$ cat src/rtl/rising_edge_detector.sv
// rising_edge_detector: two async push switches -> synchronized, optionally debounced (RISING_EDGE_DEBOUNCE_EN), rising-edge detected, latched LED
module rising_edge_detector #(
    parameter int SYNC_STAGES     = 2,
    parameter int DEBOUNCE_CYCLES = 4
) (
    input  logic clk,
    input  logic rstb,
    input  logic PUSH_SW_LEFT,
    input  logic PUSH_SW_RIGHT,
    output logic LED
);
    if (SYNC_STAGES < 2 || SYNC_STAGES > 4 || DEBOUNCE_CYCLES < 1 || DEBOUNCE_CYCLES > 65535) begin : g_bad_param
        $error("rising_edge_detector: parameter out of legal range");
    end
    logic [1:0] sw_in;
    logic [1:0] rise;
    logic       led_q;
    logic       led_d;
    assign sw_in = {PUSH_SW_RIGHT, PUSH_SW_LEFT};
    for (genvar i = 0; i < 2; i++) begin : g_sw
        logic [SYNC_STAGES-1:0] sync_q;
        logic                   level;
        logic                   prev_q;
        // Metastability chain: shift the raw switch in from the LSB end
        always_ff @(posedge clk or posedge rstb) begin
            if (rstb) sync_q <= '0;
            else      sync_q <= {sync_q[SYNC_STAGES-2:0], sw_in[i]};
        end
`ifdef RISING_EDGE_DEBOUNCE_EN
        logic [15:0] cnt_q;
        logic [15:0] cnt_d;
        logic        lvl_q;
        logic        lvl_d;
        logic        differs;
        logic        settled;
        assign differs = sync_q[SYNC_STAGES-1] ^ lvl_q;
        assign settled = differs && (cnt_q == 16'(DEBOUNCE_CYCLES - 1));
        // Count consecutive disagreeing cycles; flip the level once enough have passed
        always_comb begin
            cnt_d = !differs ? '0 : settled ? '0 : cnt_q + 16'd1;
            lvl_d = settled ? sync_q[SYNC_STAGES-1] : lvl_q;
        end
        // Debouncer state
        always_ff @(posedge clk or posedge rstb) begin
            if (rstb) begin
                cnt_q <= '0;
                lvl_q <= 1'b0;
            end else begin
                cnt_q <= cnt_d;
                lvl_q <= lvl_d;
            end
        end
        assign level = lvl_q;
`else
        assign level = sync_q[SYNC_STAGES-1];
`endif
        // Previous level; cleared by reset so a switch held through reset yields a fresh edge
        always_ff @(posedge clk or posedge rstb) begin
            if (rstb) prev_q <= 1'b0;
            else      prev_q <= level;
        end
        assign rise[i] = level & ~prev_q;
    end
    // Left sets, right clears, both at once toggles
    always_comb begin
        led_d = (rise[0] && rise[1]) ? ~led_q : rise[0] ? 1'b1 : rise[1] ? 1'b0 : led_q;
    end
    // Registered LED so no input reaches the output combinationally
    always_ff @(posedge clk or posedge rstb) begin
        if (rstb) led_q <= 1'b0;
        else      led_q <= led_d;
    end
    assign LED = led_q;
endmodule

$ cat config.mk
export PLATFORM = sky130hd
export DESIGN_NAME = rising_edge_detector
export DESIGN_NICKNAME = d
export VERILOG_FILES = /design/src/rtl/rising_edge_detector.sv
export SDC_FILE = /design/constraint.sdc
export NUM_CORES = 1
export LEC_CHECK = 0
export ABC_AREA = 1
export BUFFER_PORTS_ARGS = -buffer_cell sky130_fd_sc_hd__clkbuf_2
export CAP_MARGIN = 0
export CORE_AREA = 10 10 47 49
export DETAILED_ROUTE_END_ITERATION = 8
export DIE_AREA = 0 0 57 59
export GPL_ROUTABILITY_DRIVEN = 1
export HOLD_SLACK_MARGIN = 0.1
export PLACE_DENSITY_LB_ADDON = 0.12
export SYNTH_ARGS = -nofsm -noshare
export SYNTH_HDL_FRONTEND = slang
export SYNTH_SLANG_ARGS = --single-unit
$ cat constraint.sdc
create_clock -name clk -period 1.6 [get_ports clk]
set_input_delay 0.24 -clock clk [delete_from_list [all_inputs] [get_ports clk]]
set_output_delay 0.24 -clock clk [all_outputs]
set_load 0.05 [all_outputs]
Word-level counts from Yosys, hierarchy flattened:

Index checks and enable logic that the tools add are counted.

* register bits after elaboration: 7
* input port bits: 4
* output and inout bits: 1
* word-level logic and storage cells: 15

* mux-type cells: 3
* bitwise logic cells: 5
* reductions and logical operators: 2

Operators by type and width (number)
* $mux W1: 3
* $not A1 Y1: 3
* $reduce_bool A3 Y1: 1
* $and A1 B1 Y1: 2
* $logic_and A1 B1 Y1: 1

Depth between registers and ports, before layout:

Gate-level depths: netlist of run 1.

* word-level depth: 5
* mapped depth: 4

Worst setup path after synthesis of run 1:

No wires, ideal clock.

* path type: reg2reg
* start point: register led_q, in the netlist LED
* end point: register led_q, in the netlist LED
* library setup time: 0.119 ns
* data arrival time: 0.809 ns
* required time: 1.481 ns
* slack: 0.672 ns
* stages on the path, launching flop included: 4
* path buffers: 0
* clock period less this slack: 0.928 ns
* path through: dfrtp_1 inv_1 nand3_1 nand2_1

* longest elaborated chain between the ends: 2

Ends and longest elaborated chain
* from (decl): RTL line 17 `logic led_q;`
* from (signal assigned): RTL line 71 `else led_q <= led_d;`
* $not A1 Y1: RTL line 66 `led_d = (rise[0] && rise[1]) ? ~led_q : rise[0] ? 1'b1 : rise[1] ? 1'b0 : led_q;`
* $mux W1: RTL line 66

No other way between the ends.
A chain may end at the register's enable or synchronous reset.

Final worst setup path of run 1:

* start point: register led_q, in the netlist LED
* end point: output LED

RTL lines
* to (decl): RTL line 10 `output logic LED`

No word-level cell between the ends.

==> metrics.cfg, run 1 <==
[run_status]
status = finished, final reports clean

[routing]
drcViolationCount = 0
vias_per_inst = 3.05
vias = 128
drt_first_iter_violations = 1
detail-route-antenna-nets = 0
drt-wirelength-per-cell_um = 8.14
wirelength_um = 342
firstDrtPassIters = 2

[floorplan]
std_cell_rows = 14
floorplan.die_area_um2 = 3360
core_um2 = 1400
start_util_pct = 14.7
num_io_pins = 5
floorplan.die.height_um = 59
die_x_um = 57

[sta]
layout_setup_ws_ns = 0.452
tns_ns = 0
setup_repair_after_global_routing_missed_its_margin = no
actual_transition_at_the_worst_max_transition_pin_ns = 0.279
max_clock_freq_mhz = 871
number_of_max_slew_violations_in_the_final_report = 0
timing.clock.skew_ns = 0.00376
report.final.setup_viol = 0
slew_headroom_pct = 81.4
report.final.hold_viol_count = 0
fin_crit_share_pct = 71.8
minimum_period_implied_by_the_final_worst_setup_slack_ns = 1.15

[global_route]
antenna_found_initial = 0
grt_first_pass_wirelength_um = 648
gr-total-overflow = 0
grt_usage_pct = 3.07
grt_max_degree = 8
first_global_vias = 161

[yosys]
post_synth_most_frequent_cells = sky130_fd_sc_hd__dfrtp_1, sky130_fd_sc_hd__inv_1, sky130_fd_sc_hd__nand2_1
netlist-cell-type-count = 4
synthesis.area_per_instance_um2 = 13.8
synthesis.instances = 15
synth_seq_area_share_pct = 84.8
yosys.cell_count.top_type = sky130_fd_sc_hd__dfrtp_1
synth_area_um2 = 206
yosys_register_bits = 7
synth_edf_count = 0
ys_warn_count = 0
postSynthNetCount = 19
synthTopCellsByArea = sky130_fd_sc_hd__dfrtp_1, sky130_fd_sc_hd__inv_1, sky130_fd_sc_hd__nand2_1
synth-main-ff-cell = sky130_fd_sc_hd__dfrtp_1
postSynth.asyncResetShare_pct = 100
synth_top_area_share_pct = 84.8
post-synth-top-area-cell = sky130_fd_sc_hd__dfrtp_1

[finish]
area_growth_from_synthesis_to_layout_pct = 46.7
final_core_util_pct = 21.6
post_route_cells_drive_above_1_share_pct = 26.9
multiInputGateArea_um2 = 16.3
ff_latch_area_um2 = 175
layoutNonFillerInstCount = 42
final_nets = 31
antenna-diode-count = 0
nFillCells = 167

[critical_path]
largest_stage_delay_on_the_critical_path_ns = 0.37
timing.critical_path.arrival_ns = 0.91
critPathTopFamily = flip-flops
crit_chain = clkbuf_2
timing.critical_path.from_type = register
crit_slowest_cell = sky130_fd_sc_hd__dfrtp_1
timing.critical_path.buf_inv = 1
end_kind = primary output
critical_path_required_ns = 1.36
path_class = register to primary output
cp_max_fo = 3

[clocking]
cts_hold_repair.buffers = 3
post-cts-setup-buffers = 0
clk_latency_ns = 0.25
tritoncts_clock_tree = built
cts_resized = 0
clk_pin_slew_ns = 0.05
numClockSinks = 7
htree_levels = 1
clock-root-buffer = sky130_fd_sc_hd__clkbuf_4
cts_inserted_buffers = 3
ctsLongestPathBuffers = 2

[power]
total_power_uw = 398
power.density_cell_area_nw_per_um2 = 1310
peakVddDrop_uv = 299
power.leakage_uw = 0.000157

[placed_design]
placed_cells = 35
preCtsSetupSlack_ns = 0.711
gp_congestion = 0.564
dp_hpwl_um = 245
number_of_i_o_port_buffers = 4

[flow_run]
max-cap-violations = 0

[worst_hold_path]
min_path_type = register to register

## sequential cells by signal, indices dropped and copies added, names as in the netlist
register / cells
g_sw.sync_q: 4
LED: 1
g_sw.prev_q: 2
## final cells by class
class	count	share of cell area (%)
flip-flops and latches	7	57.9
repair buffers	7	16.5
clock buffers	4	8.68
well taps	16	6.61
multi-input cells	4	5.37
inverters	4	4.96
## power by group
part / switching [µW] / internal (µW) / leakage (µW)
Clock: 63.0 / 95.0 / 0.0000150
Combinational: 29.3 / 14.2 / 0.0000603
Sequential: 6.31 / 190 / 0.0000820
Total: 98.7 / 299 / 0.000157
## metal layers
layer	vias to the layer above	track usage (%)	wire length, µm
met3	0	3.43	32
met2	5	2.95	146
met5	-	0	0
met1	59	2.51	162
met4	0	5.03	0
li1	64	-	-
## worst register-to-register path, cell delays in order, from the launching register on
cell	delay (ns)
sky130_fd_sc_hd__dfrtp_1	0.35
sky130_fd_sc_hd__inv_1	0.05
sky130_fd_sc_hd__nand2_1	0.04
sky130_fd_sc_hd__nand2_1	0.05
sky130_fd_sc_hd__nand2_1	0.05
## placed cells by master, fill, tap and decap left out
master	count
sky130_fd_sc_hd__dfrtp_1	7
sky130_fd_sc_hd__inv_1	4
sky130_fd_sc_hd__clkbuf_2	4
sky130_fd_sc_hd__nand2_1	3
sky130_fd_sc_hd__clkbuf_4	3
sky130_fd_sc_hd__dlygate4sd3_1	3
sky130_fd_sc_hd__nand3_1	1
sky130_fd_sc_hd__clkbuf_1	1
## worst paths after layout
path | startpoint | end | slack [ns] | cells after the start
setup reg to reg | g_sw[1].prev_q$_DFF_PP0_ | LED$_DFFE_PP0P_ | 0.95 | 4
setup / recovery | LED$_DFFE_PP0P_ | LED | 0.45 | 1
hold reg to reg | g_sw[1].sync_q[0]$_DFF_PP0_ | g_sw[1].sync_q[1]$_DFF_PP0_ | 0.35 | 0
min in group asynchronous | rstb | g_sw[0].sync_q[0]$_DFF_PP0_ | 0.44 | 3
max in group asynchronous | rstb | g_sw[1].prev_q$_DFF_PP0_ | 0.95 | 3
hold / removal | g_sw[1].sync_q[0]$_DFF_PP0_ | g_sw[1].sync_q[1]$_DFF_PP0_ | 0.35 | 0
## cell families (layout without fill, tap and decap cells)
family / after synthesis / count (layout) / synth area share (%)
buffers and inverters: 4 / 15 / 7.27
AND/OR/NAND/NOR: 4 / 4 / 7.88
flip-flops: 7 / 7 / 84.8
## stage by stage
stage / hold slack (ns) / cell area [µm²]
final: 0.347 / 303
after global routing: 0.362 / 303
after CTS: 0.350 / 303
after detailed placement: 0.169 / 246
after global placement: 0.161 / 246
after floorplan: 0.0434 / 206
(Power assumes the default switching activity.)
==> run 2: changes to the inputs <==
--- a/config.mk
+++ b/config.mk
@@ -5,7 +5,7 @@
 export SDC_FILE = /design/constraint.sdc
 export NUM_CORES = 1
 export LEC_CHECK = 0
-export ABC_AREA = 1
+export ABC_AREA = 0
 export BUFFER_PORTS_ARGS = -buffer_cell sky130_fd_sc_hd__clkbuf_2
 export CAP_MARGIN = 0
 export CORE_AREA = 10 10 47 49
==> constraint.sdc (replaced) <==
create_clock -name clk -period 1.1 [get_ports clk]
set_input_delay 0.165 -clock clk [delete_from_list [all_inputs] [get_ports clk]]
set_output_delay 0.165 -clock clk [all_outputs]
set_load 0.05 [all_outputs]
==> metrics.cfg, run 2 <==
[power]
power.density_cell_area_nw_per_um2 = 1910  ; +45%
peakVddDrop_uv = 539  ; +80%
power_switching_share_pct = 23.8  ; -0.97 points
p_seq_share_pct = 49.6  ; +0.3 points
p_int_uw = 439  ; +47%
fraction_of_power_consumed_by_combinational_cells_pct = 11.2  ; +0.3 points
power.leakage_uw = 0.000142  ; -9.6%
power.share.clock_pct = 39.2  ; -0.5 points
switching_power_uw = 137  ; +39%

[yosys]
synth_edf_count = 0  ; unchanged
synth.mux.area_fraction_pct = 0  ; unchanged
synth_seq_area_share_pct = 85.4  ; +0.52 points
post_synth_most_frequent_cells = sky130_fd_sc_hd__dfrtp_1, sky130_fd_sc_hd__inv_1, sky130_fd_sc_hd__nand2_1, sky130_fd_sc_hd__nor2b_4, sky130_fd_sc_hd__o22a_1
share_of_the_synthesized_area_in_compound_gates_ao_oa_aoi_oai_pct = 4.27  ; +4.3 points
synth_top_family_by_area = simple AND/OR/NAND/NOR gates
yosys_register_bits = 7  ; unchanged
synth_area_um2 = 205  ; -0.61%
synth-simple-area-share_pct = 8.54  ; +0.66 points
synthTopCellsByArea = sky130_fd_sc_hd__dfrtp_1, sky130_fd_sc_hd__nor2b_4, sky130_fd_sc_hd__o22a_1
post_synthesis_xor_xnor_area_fraction_pct = 0  ; unchanged
synthesis.area_per_instance_um2 = 18.7  ; +36%
adder_cell_area_share_of_the_yosys_netlist_pct = 0  ; unchanged
synth-main-ff-cell = sky130_fd_sc_hd__dfrtp_1
netlist-cell-type-count = 5  ; +1
synthesis.instances = 11  ; -4
synth_top_area_share_pct = 85.4  ; +0.52 points
yosys.cell_count.top_type = sky130_fd_sc_hd__dfrtp_1
ys_warn_count = 0  ; unchanged
postSynth.asyncResetShare_pct = 100  ; unchanged
postSynthNetCount = 15  ; -4
post-synth-top-area-cell = sky130_fd_sc_hd__dfrtp_1

[floorplan]
floorplan.die.height_um = 59  ; unchanged
core_um2 = 1400  ; unchanged
die_x_um = 57  ; unchanged
num_io_pins = 5  ; unchanged
floorplan.die_area_um2 = 3360  ; unchanged
start_util_pct = 14.6  ; -0.089 points
std_cell_rows = 14  ; unchanged

[placed_design]
placed_cells = 31  ; -11%
preCtsSetupSlack_ns = 0.300  ; -0.411 ns
gp_congestion = 0.582  ; +3.3%
number_of_i_o_port_buffers = 4  ; unchanged

[clocking]
numClockSinks = 7  ; unchanged
clk_latency_ns = 0.24  ; about the same
ctsLongestPathBuffers = 2  ; unchanged
clk_pin_slew_ns = 0.05  ; about the same
htree_levels = 1  ; unchanged
cts_inserted_buffers = 3  ; unchanged
tritoncts_clock_tree = built
clock-root-buffer = sky130_fd_sc_hd__clkbuf_4
post-cts-setup-buffers = 0  ; unchanged

[critical_path]
r2r.worst_path.cells = 2  ; -2
timing.critical_path.from_type = register
critPathTopFamily = flip-flops
critical_path_required_ns = 0.94  ; -0.42 ns
largest_stage_delay_on_the_critical_path_ns = 0.35  ; -0.02 ns
crit_chain = buf_2
crit_path_capture = LED
cp_max_fo = 3  ; unchanged
critical_path.reg2reg.endpoint = LED$_DFFE_PP0P_
path_class = register to primary output
slack_of_the_worst_reg_to_reg_path_ns = 0.32  ; -0.63 ns
crit_cells = 1  ; unchanged
timing.critical_path.buf_inv = 1  ; unchanged
end_kind = primary output
cp-startpoint = LED$_DFFE_PP0P_
timing.critical_path.arrival_ns = 0.87  ; -0.04 ns
crit_slowest_cell = sky130_fd_sc_hd__dfrtp_1
critical_path.reg2reg.startpoint = g_sw[0].sync_q[1]$_DFF_PP0_

[finish]
final_nets = 27  ; -13%
final_core_util_pct = 21.5  ; -0.089 points
nFillCells = 162  ; -3.0%
flip_flop_count_of_the_largest_register_all_copies_and_words_added = 4  ; unchanged
final_cell_mix = sky130_fd_sc_hd__dfrtp_1, sky130_fd_sc_hd__clkbuf_4, sky130_fd_sc_hd__dlygate4sd3_1, sky130_fd_sc_hd__clkbuf_2
post_route_cells_drive_above_1_share_pct = 36.4  ; +9.4 points
area_growth_from_synthesis_to_layout_pct = 47.0
ff_latch_area_um2 = 175  ; unchanged
mostFrequentLayoutCell = sky130_fd_sc_hd__dfrtp_1
layoutNonFillerInstCount = 38  ; -9.5%
multiInputGateArea_um2 = 26.3  ; +62%
antenna-diode-count = 0  ; unchanged
regMostFlops = g_sw.sync_q

[routing]
wirelength_um = 319  ; -6.7%
drcViolationCount = 0  ; unchanged
vias_per_inst = 3.08  ; +1.0%
drt-wirelength-per-cell_um = 8.39  ; +3.1%
vias = 117  ; -8.6%
detail-route-antenna-nets = 0  ; unchanged
firstDrtPassIters = 1  ; -1
drt_first_iter_violations = 0  ; -1

[global_route]
gr-total-overflow = 0  ; unchanged
grtUsageMet2_pct = 3.10  ; +0.16 points
grt_usage_pct = 2.68  ; -0.39 points
antenna_found_initial = 0  ; unchanged
grt_util_met3_pct = 2.15  ; -1.3 points
grt_max_degree = 8  ; unchanged
global_route.usage.met1_pct = 2.39  ; -0.12 points
first_global_vias = 158  ; -1.9%
grt_first_pass_wirelength_um = 607  ; -6.3%
global_route.peak_usage_layer = met4

[sta]
slew_headroom_pct = 83.0  ; +1.5 points
fin_crit_share_pct = 94.3
setup_repair_after_global_routing_missed_its_margin = no
report.final.hold_viol_count = 0  ; unchanged
minimum_period_implied_by_the_final_worst_setup_slack_ns = 1.04
layout_setup_ws_ns = 0.0630  ; -0.389 ns
timing.clock.skew_ns = 0.000408  ; -0.00335 ns
actual_transition_at_the_worst_max_transition_pin_ns = 0.255  ; -0.0243 ns
max_clock_freq_mhz = 964
number_of_max_slew_violations_in_the_final_report = 0  ; unchanged
tns_ns = 0  ; unchanged
report.final.setup_viol = 0  ; unchanged

[run_status]
status = finished, final reports clean

[worst_hold_path]
min_path_type = register to register

[flow_run]
max-cap-violations = 0  ; unchanged

run 2: changes by cell type in the layout (fill, tap and decap cells not counted), sizes merged:
cell	before	now
clkbuf	8	7
o22a	0	1
buf	0	1
inv	4	1
nor2b	0	1
nand3	1	0
nand2	3	1
run 2: area by class of cell:
cell class	count	share of cell area, %
inverters	1	1.24
flip-flops and latches	7	58.1
well taps	16	6.64
multi-input cells	3	8.71
repair buffers	7	16.6
clock buffers	4	8.71
run 2: cells by family (layout without fill, tap and decap cells):
group,Yosys count,count (layout)
AO/OA/AOI/OAI,1,1
buffers and inverters,1,12
flip-flops,7,7
AND/OR/NAND/NOR,2,2
run 2: worst register-to-register path: stages (launching register included):
cell and delay [ns]:
sky130_fd_sc_hd__dfrtp_1 0.38, sky130_fd_sc_hd__nor2b_4 0.12, sky130_fd_sc_hd__o22a_1 0.17
run 2: metrics by stage:
| stage | total power (µW) | instance area [µm²] | hold slack [ns] |
|---|---|---|---|
| after floorplan | 330 | 205 | -0.0316 |
| after global placement | 346 | 245 | 0.0810 |
| after detailed placement | 348 | 245 | 0.0858 |
| after CTS | 591 | 302 | 0.354 |
| after global routing | 613 | 302 | 0.361 |
| final | 576 | 302 | 0.350 |
run 2: what timing repair did:
action | CTS | global route
hold buffers | 3 | 0
endpoints found under the hold margin | 9 | 0
setup endpoints to repair | 0 | 1
resized for setup | 0 | 1
run 2: power groups by stage:
stage                     sequential [µW]  combinational (µW)  clock (µW)
after global routing                  289                70.6         254
after CTS                             287                65.9         239
after floorplan                       315                14.9           0
after global placement                290                56.0           0
final                                 286                64.6         226
after detailed placement              290                58.0           0
run 2: metal layers:
| layer | up-vias | part of all wire [%] |
|---|---|---|
| met5 | - | 0 |
| met4 | 0 | 0 |
| met3 | 0 | 8.2 |
| met2 | 5 | 41 |
| met1 | 57 | 50 |
| li1 | 55 | - |
run 2: how the worst min path moves through the flow:
stage | slack [ns] | cells after the start | endpoint | start
floorplan | -0.03 | 1 | LED$_DFFE_PP0P_ | rstb
global placement | 0.08 | 2 | g_sw[0].sync_q[0]$_DFF_PP0_ | rstb
detailed placement | 0.09 | 2 | g_sw[0].sync_q[1]$_DFF_PP0_ | rstb
CTS | 0.35 | 0 | g_sw[1].sync_q[1]$_DFF_PP0_ | g_sw[1].sync_q[0]$_DFF_PP0_
global route | 0.36 | 0 | g_sw[1].sync_q[1]$_DFF_PP0_ | g_sw[1].sync_q[0]$_DFF_PP0_
finish | 0.35 | 0 | g_sw[1].sync_q[1]$_DFF_PP0_ | g_sw[1].sync_q[0]$_DFF_PP0_
